$ cat src/rtl/lsu_bus_master_pkg.sv
// Shared definitions for the LSU bus master: funct3 codes, FSM states, bus command payload
// and the access legality check.
package lsu_bus_master_pkg;

  localparam int unsigned XLEN = 32;
  localparam int unsigned BE_W = XLEN / 8;

  localparam logic [2:0] F3_B  = 3'b000;
  localparam logic [2:0] F3_H  = 3'b001;
  localparam logic [2:0] F3_W  = 3'b010;
  localparam logic [2:0] F3_BU = 3'b100;
  localparam logic [2:0] F3_HU = 3'b101;

  typedef enum logic [1:0] {
    ST_IDLE = 2'd0,
    ST_REQ  = 2'd1,
    ST_WAIT = 2'd2,
    ST_RESP = 2'd3
  } lsu_state_e;

  typedef struct packed {
    logic            we;
    logic [XLEN-1:0] addr;
    logic [BE_W-1:0] be;
    logic [XLEN-1:0] wdata;
  } bus_cmd_t;

  // Misaligned halfword/word, reserved funct3, or an unsigned-size store.
  function automatic logic access_illegal(input logic       we,
                                          input logic [2:0] funct3,
                                          input logic [1:0] addr_lo);
    logic ill;
    ill = 1'b0;
    case (funct3)
      F3_B:    ill = 1'b0;
      F3_H:    ill = addr_lo[0];
      F3_W:    ill = (addr_lo != 2'b00);
      F3_BU:   ill = we;
      F3_HU:   ill = we | addr_lo[0];
      default: ill = 1'b1;
    endcase
    return ill;
  endfunction

endpackage

$ cat src/rtl/lsu_bus_master_align.sv
// Combinational lane steering: store byte enables / replicated store data and load
// extraction with sign or zero extension.
module lsu_data_align
  import lsu_bus_master_pkg::*;
(
  input  logic [2:0]      funct3,
  input  logic [1:0]      addr_lo,
  input  logic [XLEN-1:0] wdata,
  input  logic [XLEN-1:0] rdata,
  output logic [BE_W-1:0] be,
  output logic [XLEN-1:0] wdata_aligned,
  output logic [XLEN-1:0] rdata_ext
);

  logic [7:0]  byte_sel;
  logic [15:0] half_sel;

  assign byte_sel = rdata[{addr_lo, 3'b000} +: 8];
  assign half_sel = rdata[{addr_lo[1], 4'b0000} +: 16];

  // Store side: size comes from funct3[1:0]; lanes are replicated so be alone selects.
  always_comb begin
    be            = '0;
    wdata_aligned = '0;
    case (funct3[1:0])
      2'b00: begin
        be            = 4'b0001 << addr_lo;
        wdata_aligned = {4{wdata[7:0]}};
      end
      2'b01: begin
        be            = 4'b0011 << {addr_lo[1], 1'b0};
        wdata_aligned = {2{wdata[15:0]}};
      end
      2'b10: begin
        be            = 4'b1111;
        wdata_aligned = wdata;
      end
      default: begin
        be            = '0;
        wdata_aligned = '0;
      end
    endcase
  end

  always_comb begin
    rdata_ext = '0;
    case (funct3)
      F3_B:    rdata_ext = {{24{byte_sel[7]}}, byte_sel};
      F3_H:    rdata_ext = {{16{half_sel[15]}}, half_sel};
      F3_W:    rdata_ext = rdata;
      F3_BU:   rdata_ext = {24'h000000, byte_sel};
      F3_HU:   rdata_ext = {16'h0000, half_sel};
      default: rdata_ext = '0;
    endcase
  end

endmodule

$ cat src/rtl/lsu_bus_master.sv
// Data-memory initiator: one load/store at a time over a req/gnt/rvalid word bus,
// with alignment checking and a responder timeout.
module lsu_bus_master
  import lsu_bus_master_pkg::*;
#(
  parameter int unsigned TIMEOUT_CYCLES = 16
) (
  input  logic            clk,
  input  logic            rst_n,
  input  logic            req_valid,
  output logic            req_ready,
  input  logic            req_we,
  input  logic [2:0]      req_funct3,
  input  logic [XLEN-1:0] req_addr,
  input  logic [XLEN-1:0] req_wdata,
  output logic            rsp_valid,
  output logic [XLEN-1:0] rsp_rdata,
  output logic            rsp_misalign,
  output logic            rsp_timeout,
  output logic            bus_req,
  input  logic            bus_gnt,
  output logic            bus_we,
  output logic [XLEN-1:0] bus_addr,
  output logic [BE_W-1:0] bus_be,
  output logic [XLEN-1:0] bus_wdata,
  input  logic            bus_rvalid,
  input  logic [XLEN-1:0] bus_rdata
);

  localparam int unsigned     CNT_W    = $clog2(TIMEOUT_CYCLES);
  localparam logic [CNT_W-1:0] CNT_LAST = CNT_W'(TIMEOUT_CYCLES - 1);

  lsu_state_e      state_q, state_n;
  bus_cmd_t        cmd_q, cmd_n;
  logic            bus_req_q, bus_req_n;
  logic            rsp_valid_q, rsp_valid_n;
  logic [XLEN-1:0] rsp_rdata_q, rsp_rdata_n;
  logic            rsp_misalign_q, rsp_misalign_n;
  logic            rsp_timeout_q, rsp_timeout_n;
  logic [CNT_W-1:0] cnt_q, cnt_n;
  logic [2:0]      lat_funct3_q, lat_funct3_n;
  logic [1:0]      lat_addr_lo_q, lat_addr_lo_n;

  logic            idle;
  logic [2:0]      al_funct3;
  logic [1:0]      al_addr_lo;
  logic [BE_W-1:0] al_be;
  logic [XLEN-1:0] al_wdata;
  logic [XLEN-1:0] al_rdata;

  assign idle       = (state_q == ST_IDLE);
  // In IDLE the aligner formats the incoming request; afterwards it formats the read word.
  assign al_funct3  = idle ? req_funct3    : lat_funct3_q;
  assign al_addr_lo = idle ? req_addr[1:0] : lat_addr_lo_q;

  lsu_data_align u_align (
    .funct3        (al_funct3),
    .addr_lo       (al_addr_lo),
    .wdata         (req_wdata),
    .rdata         (bus_rdata),
    .be            (al_be),
    .wdata_aligned (al_wdata),
    .rdata_ext     (al_rdata)
  );

  always_comb begin
    state_n        = state_q;
    cmd_n          = cmd_q;
    bus_req_n      = bus_req_q;
    cnt_n          = cnt_q;
    lat_funct3_n   = lat_funct3_q;
    lat_addr_lo_n  = lat_addr_lo_q;
    rsp_valid_n    = 1'b0;
    rsp_rdata_n    = '0;
    rsp_misalign_n = 1'b0;
    rsp_timeout_n  = 1'b0;

    case (state_q)
      ST_IDLE: begin
        if (req_valid) begin
          lat_funct3_n  = req_funct3;
          lat_addr_lo_n = req_addr[1:0];
          if (access_illegal(req_we, req_funct3, req_addr[1:0])) begin
            state_n        = ST_RESP;
            rsp_valid_n    = 1'b1;
            rsp_misalign_n = 1'b1;
          end else begin
            state_n     = ST_REQ;
            bus_req_n   = 1'b1;
            cmd_n.we    = req_we;
            cmd_n.addr  = {req_addr[XLEN-1:2], 2'b00};
            cmd_n.be    = req_we ? al_be : 4'b1111;
            cmd_n.wdata = req_we ? al_wdata : '0;
          end
        end
      end
      ST_REQ: begin
        if (bus_gnt) begin
          state_n   = ST_WAIT;
          bus_req_n = 1'b0;
          cnt_n     = '0;
        end
      end
      ST_WAIT: begin
        cnt_n = cnt_q + CNT_W'(1);
        if (bus_rvalid) begin
          state_n     = ST_RESP;
          rsp_valid_n = 1'b1;
          rsp_rdata_n = cmd_q.we ? '0 : al_rdata;
        end else if (cnt_q == CNT_LAST) begin
          state_n       = ST_RESP;
          rsp_valid_n   = 1'b1;
          rsp_timeout_n = 1'b1;
        end
      end
      ST_RESP: state_n = ST_IDLE;
      default: state_n = ST_IDLE;
    endcase
  end

  always_ff @(posedge clk or negedge rst_n) begin
    if (!rst_n) begin
      state_q        <= ST_IDLE;
      cmd_q          <= '0;
      bus_req_q      <= 1'b0;
      cnt_q          <= '0;
      lat_funct3_q   <= '0;
      lat_addr_lo_q  <= '0;
      rsp_valid_q    <= 1'b0;
      rsp_rdata_q    <= '0;
      rsp_misalign_q <= 1'b0;
      rsp_timeout_q  <= 1'b0;
    end else begin
      state_q        <= state_n;
      cmd_q          <= cmd_n;
      bus_req_q      <= bus_req_n;
      cnt_q          <= cnt_n;
      lat_funct3_q   <= lat_funct3_n;
      lat_addr_lo_q  <= lat_addr_lo_n;
      rsp_valid_q    <= rsp_valid_n;
      rsp_rdata_q    <= rsp_rdata_n;
      rsp_misalign_q <= rsp_misalign_n;
      rsp_timeout_q  <= rsp_timeout_n;
    end
  end

  assign req_ready    = idle;
  assign bus_req      = bus_req_q;
  assign bus_we       = cmd_q.we;
  assign bus_addr     = cmd_q.addr;
  assign bus_be       = cmd_q.be;
  assign bus_wdata    = cmd_q.wdata;
  assign rsp_valid    = rsp_valid_q;
  assign rsp_rdata    = rsp_rdata_q;
  assign rsp_misalign = rsp_misalign_q;
  assign rsp_timeout  = rsp_timeout_q;

endmodule
$ cat config.mk
export PLATFORM = sky130hd
export DESIGN_NAME = lsu_bus_master
export DESIGN_NICKNAME = d
export VERILOG_FILES = /design/src/rtl/lsu_bus_master_pkg.sv /design/src/rtl/lsu_bus_master_align.sv /design/src/rtl/lsu_bus_master.sv
export SDC_FILE = /design/constraint.sdc
export NUM_CORES = 1
export LEC_CHECK = 0
export CORE_ASPECT_RATIO = 0.6
export CORE_MARGIN = 4
export CORE_UTILIZATION = 35
export DETAILED_ROUTE_END_ITERATION = 12
export PLACE_DENSITY_LB_ADDON = 0.2
export SLEW_MARGIN = 15
export SYNTH_ARGS = -nofsm -noshare
export SYNTH_HDL_FRONTEND = slang
export SYNTH_SLANG_ARGS = --single-unit
$ cat constraint.sdc
create_clock -name clk -period 2 [get_ports clk]
set_input_delay 0.5 -clock clk [delete_from_list [all_inputs] [get_ports clk]]
set_output_delay 0.5 -clock clk [all_outputs]
set_load 0.005 [all_outputs]
==> flow_summary.json <==
{
  "status": "complete, but fails checks",
  "violations": "negative setup slack",
  "grt_pass1_vias": 5201,
  "rr_startpoint": "state_q[1]$_DFFE_PN0P_",
  "max_stage_delay_ns": 0.37,
  "wl_per_cell_um": 19.6,
  "r2r.worst_path.cells": 9,
  "rrSetupSlack_ns": -0.12,
  "cp_slowest_cell": "dfrtp_1",
  "syn_area_um2": 5370,
  "power_frac_seq_pct": 26.9,
  "pwr_density_cell_nw_per_um2": 1490,
  "worstSetupPathType": "flop to flop",
  "postSynthAreaPerCell_um2": 11.3,
  "slew_viol_final": 0,
  "n_antenna_cell": 0,
  "min_from": "bus_wdata[19]$_DFFE_PN0P_",
  "numClockSinks": 114,
  "drt-initial-drc-count": 291,
  "grt-ovfl-total": 0,
  "arrival_ns": 2.43,
  "h-tree-depth": 4,
  "whs_path_depth": 2,
  "power_frac_comb_pct": 50.7,
  "yosys.area.top_type": "dfrtp_1",
  "intPower_mw": 9.29,
  "finClkSkew_ns": 0.00942,
  "syn_inst": 475,
  "async_flop_share_pct": 100,
  "die_area_um2": 17400,
  "synth_edf_count": 0,
  "clk_pin_slew_ns": 0.05,
  "fin_nets": 884,
  "start_kind": "flop",
  "grt_usage_pct": 21.2,
  "port_buffers": 208,
  "yosys.area.top_type_share_pct": 53.1,
  "fin_tns_setup_ns": -2.45,
  "drive_gt1_share_pct": 28.6,
  "syn2layout_area_growth_pct": 73.9,
  "hold_end": "bus_wdata[19]$_DFFE_PN0P_",
  "grt_max_degree": 69,
  "rsz0062_at_grt": "yes",
  "power_frac_clock_pct": 22.4,
  "synth_seq_cells": 114,
  "yosys-top-cells-area": "dfrtp_1 (53%), mux2_2 (9.4%), nand2_1 (5.2%)",
  "fp.dieW_um": 168,
  "period_minus_slack_ns": 2.12,
  "clock_latency_ns": 0.40,
  "fin_ws_ns": -0.120,
  "dr.pass1.iters": 5,
  "num_rows": 34,
  "post-dp-hpwl_um": 14200,
  "antenna_found_initial": 0,
  "cts-buffers-inserted": 17,
  "cts_tree": "built",
  "grt_pass1_wl_um": 29300,
  "drt.antenna.violating_nets": 0,
  "regToRegEndpoint": "rsp_rdata[10]$_DFF_PN0_",
  "floorplan.initialDensity_pct": 36.4,
  "cp.required_ns": 2.31,
  "vias": 5116,
  "core_um2": 14800,
  "p_total_mw": 13.9,
  "io_pins": 211,
  "fmax_ghz": 0.472,
  "place.gp.congestion": 0.911,
  "cts_root_buf": "clkbuf_16",
  "avgViaCountPerCell": 5.20,
  "clk_path_buf_depth": 2,
  "p_leak_nw": 3.96,
  "cp-end-kind": "flop",
  "synth_cell_types": 49,
  "drc_errors": 0,
  "period_share_pct": 106,
  "ir_drop_uv": 682,
  "swShare_pct": 33.3,
  "critical_path_peak_fanout": 7,
  "hold_violations": 0,
  "chipHeight_um": 104,
  "yosysSeqAreaShare_pct": 53.1,
  "yosys_warnings": 0,
  "setup_viol": 33,
  "wl_um": 19300,
  "p_sw_mw": 4.63,
  "hp-class": "flop to flop",
  "fillers": 1137,
  "cap_violations": 0,
  "synth_ff_type": "dfrtp_1",
  "cp_cell_sequence": "inv_2 -> ha_4 -> buf_12 -> buf_6 -> buf_4 -> nor4b_4 -> a31o_1 -> o21ai_0 -> a31oi_4"
}
==> flip-flops by register name, summed over array words and instances (netlist names) <==
register       cells
bus_addr          30
bus_be             4
bus_req            1
bus_wdata         32
bus_we             1
cnt_q              4
lat_addr_lo_q      2
lat_funct3_q       3
rsp_misalign       1
rsp_rdata         32
rsp_timeout        1
rsp_valid          1
state_q            2
==> through the flow <==
stage	setup slack (ns)	hold WS, ns	instance area, µm²	std cells	utilization, %
after detailed placement	-0.387	0.404	8190	928	55.5
after CTS	-0.0699	0.482	9060	977	61.4
after global routing	-0.174	0.506	9340	984	63.2
final	-0.120	0.477	9340	984	63.2
after floorplan	-0.0608	0.204	5370	476	-
after global placement	-0.344	0.398	8190	928	55.5
==> per-layer routing <==
metal  GRT usage, %  vias to the layer above  routed length, µm
met4           4.46                        0                141
met1           30.6                     2537               8820
li1               -                     2352                  -
met2           31.1                      211               8600
met3           6.87                       16               1770
met5              0                        -                  0
==> placed cells by master (no fill, tap or decap), types with 3 or more instances in the layout <==
cell type | Yosys | layout
inv_1 | 6 | 4
clkdlybuf4s50_1 | 0 | 206
nand2b_1 | 3 | 3
mux2_2 | 45 | 36
nor2_1 | 10 | 9
bufinv_16 | 0 | 3
nand3_1 | 6 | 5
nor3_1 | 5 | 5
nand2_1 | 75 | 75
a22oi_1 | 25 | 18
nand3b_1 | 4 | 4
o31ai_1 | 8 | 8
clkbuf_8 | 0 | 4
a32o_1 | 7 | 7
nor2b_1 | 3 | 3
a31oi_4 | 0 | 5
a21oi_1 | 9 | 9
o21ai_0 | 35 | 30
xnor2_1 | 3 | 3
mux4_2 | 6 | 8
dfrtp_1 | 114 | 114
a22oi_2 | 0 | 7
buf_4 | 2 | 85
buf_12 | 0 | 7
clkinvlp_4 | 0 | 4
buf_6 | 4 | 11
mux2_4 | 1 | 10
o21ai_1 | 11 | 14
ha_1 | 4 | 3
mux2i_1 | 6 | 5
a31oi_1 | 27 | 21
clkbuf_16 | 0 | 19
==> power groups by stage <==
stage,combinational [mW],sequential [mW],clock (mW)
after floorplan,2.71,3.73,0
after global placement,5.90,3.70,0
after detailed placement,6.03,3.76,0
after CTS,6.59,3.74,3.18
after global routing,7.56,3.86,3.30
final,7.05,3.74,3.12
==> cells in the mapped netlist (2+ instances only) <==
| master | n |
|---|---|
| xnor2_1 | 3 |
| a21oi_1 | 9 |
| nand4_2 | 2 |
| nor2_1 | 10 |
| a32oi_1 | 2 |
| nand2b_1 | 3 |
| mux2i_1 | 6 |
| clkbuf_1 | 8 |
| o21ai_1 | 11 |
| nand3_1 | 6 |
| a22oi_1 | 25 |
| o31ai_1 | 8 |
| nor3_1 | 5 |
| buf_6 | 4 |
| a32o_1 | 7 |
| mux2_2 | 45 |
| o21ai_0 | 35 |
| o221ai_1 | 2 |
| nand2_1 | 75 |
| dfrtp_1 | 114 |
| a31oi_1 | 27 |
| mux4_2 | 6 |
| buf_4 | 2 |
| inv_1 | 6 |
| ha_1 | 4 |
| buf_2 | 20 |
| nand3b_1 | 4 |
| nor2b_1 | 3 |
| mux4_1 | 2 |
| a21o_1 | 2 |
==> critical path: cells and delay by family (launching register included) <==
family | cells | cell delay (ns)
fa+ha+maj | 1 | 0.18
compound gates | 3 | 0.65
buf+inv | 4 | 0.46
flops | 1 | 0.37
simple gates | 1 | 0.36
==> worst max-delay path by stage <==
stage                      startpoint                      end  slack [ns]  cells after the start
6_report       state_q[1]$_DFFE_PN0P_  rsp_rdata[10]$_DFF_PN0_       -0.12                      9
5_1_grt        state_q[0]$_DFFE_PN0P_  rsp_rdata[15]$_DFF_PN0_       -0.17                     10
4_1_cts        state_q[1]$_DFFE_PN0P_   rsp_rdata[4]$_DFF_PN0_       -0.07                      8
3_5_place_dp            req_funct3[0]   rsp_rdata[0]$_DFF_PN0_       -0.39                      6
3_3_place_gp            req_funct3[0]   rsp_rdata[0]$_DFF_PN0_       -0.34                      6
2_1_floorplan  state_q[1]$_DFFE_PN0P_   rsp_rdata[1]$_DFF_PN0_       -0.06                      8
==> logic make-up after synthesis <==
| family | synth area share (%) |
|---|---|
| muxes | 15.0 |
| adders and majority gates | 0.932 |
| other | 0.0699 |
| xor gates and xnor gates | 0.490 |
| DFF | 53.1 |
| and+or+nand+nor | 10.1 |
| buffers and inverters | 4.03 |
| AOI/OAI and AO/OA | 16.2 |
==> area by class of cell <==
| class | instances | area [µm²] | share of cell area (%) |
|---|---|---|---|
| repair buffers | 313 | 3040 | 32.5 |
| well taps | 198 | 248 | 2.65 |
| inverters | 7 | 26.3 | 0.281 |
| multi-input cells | 322 | 2560 | 27.4 |
| clock buffers | 21 | 480 | 5.15 |
| clock inverters | 9 | 130 | 1.39 |
| flip-flops and latches | 114 | 2850 | 30.6 |
==> repair_timing <==
item,4_1_cts,5_1_grt
cloned,2,3
endpoints found under the setup margin,57,89
setup buffers,16,5
hold endpoints to repair,17,0
hold buffers,1,0
pin swaps,0,14
resized for setup,30,45
Note: power is estimated with default switching activity, not from simulation.
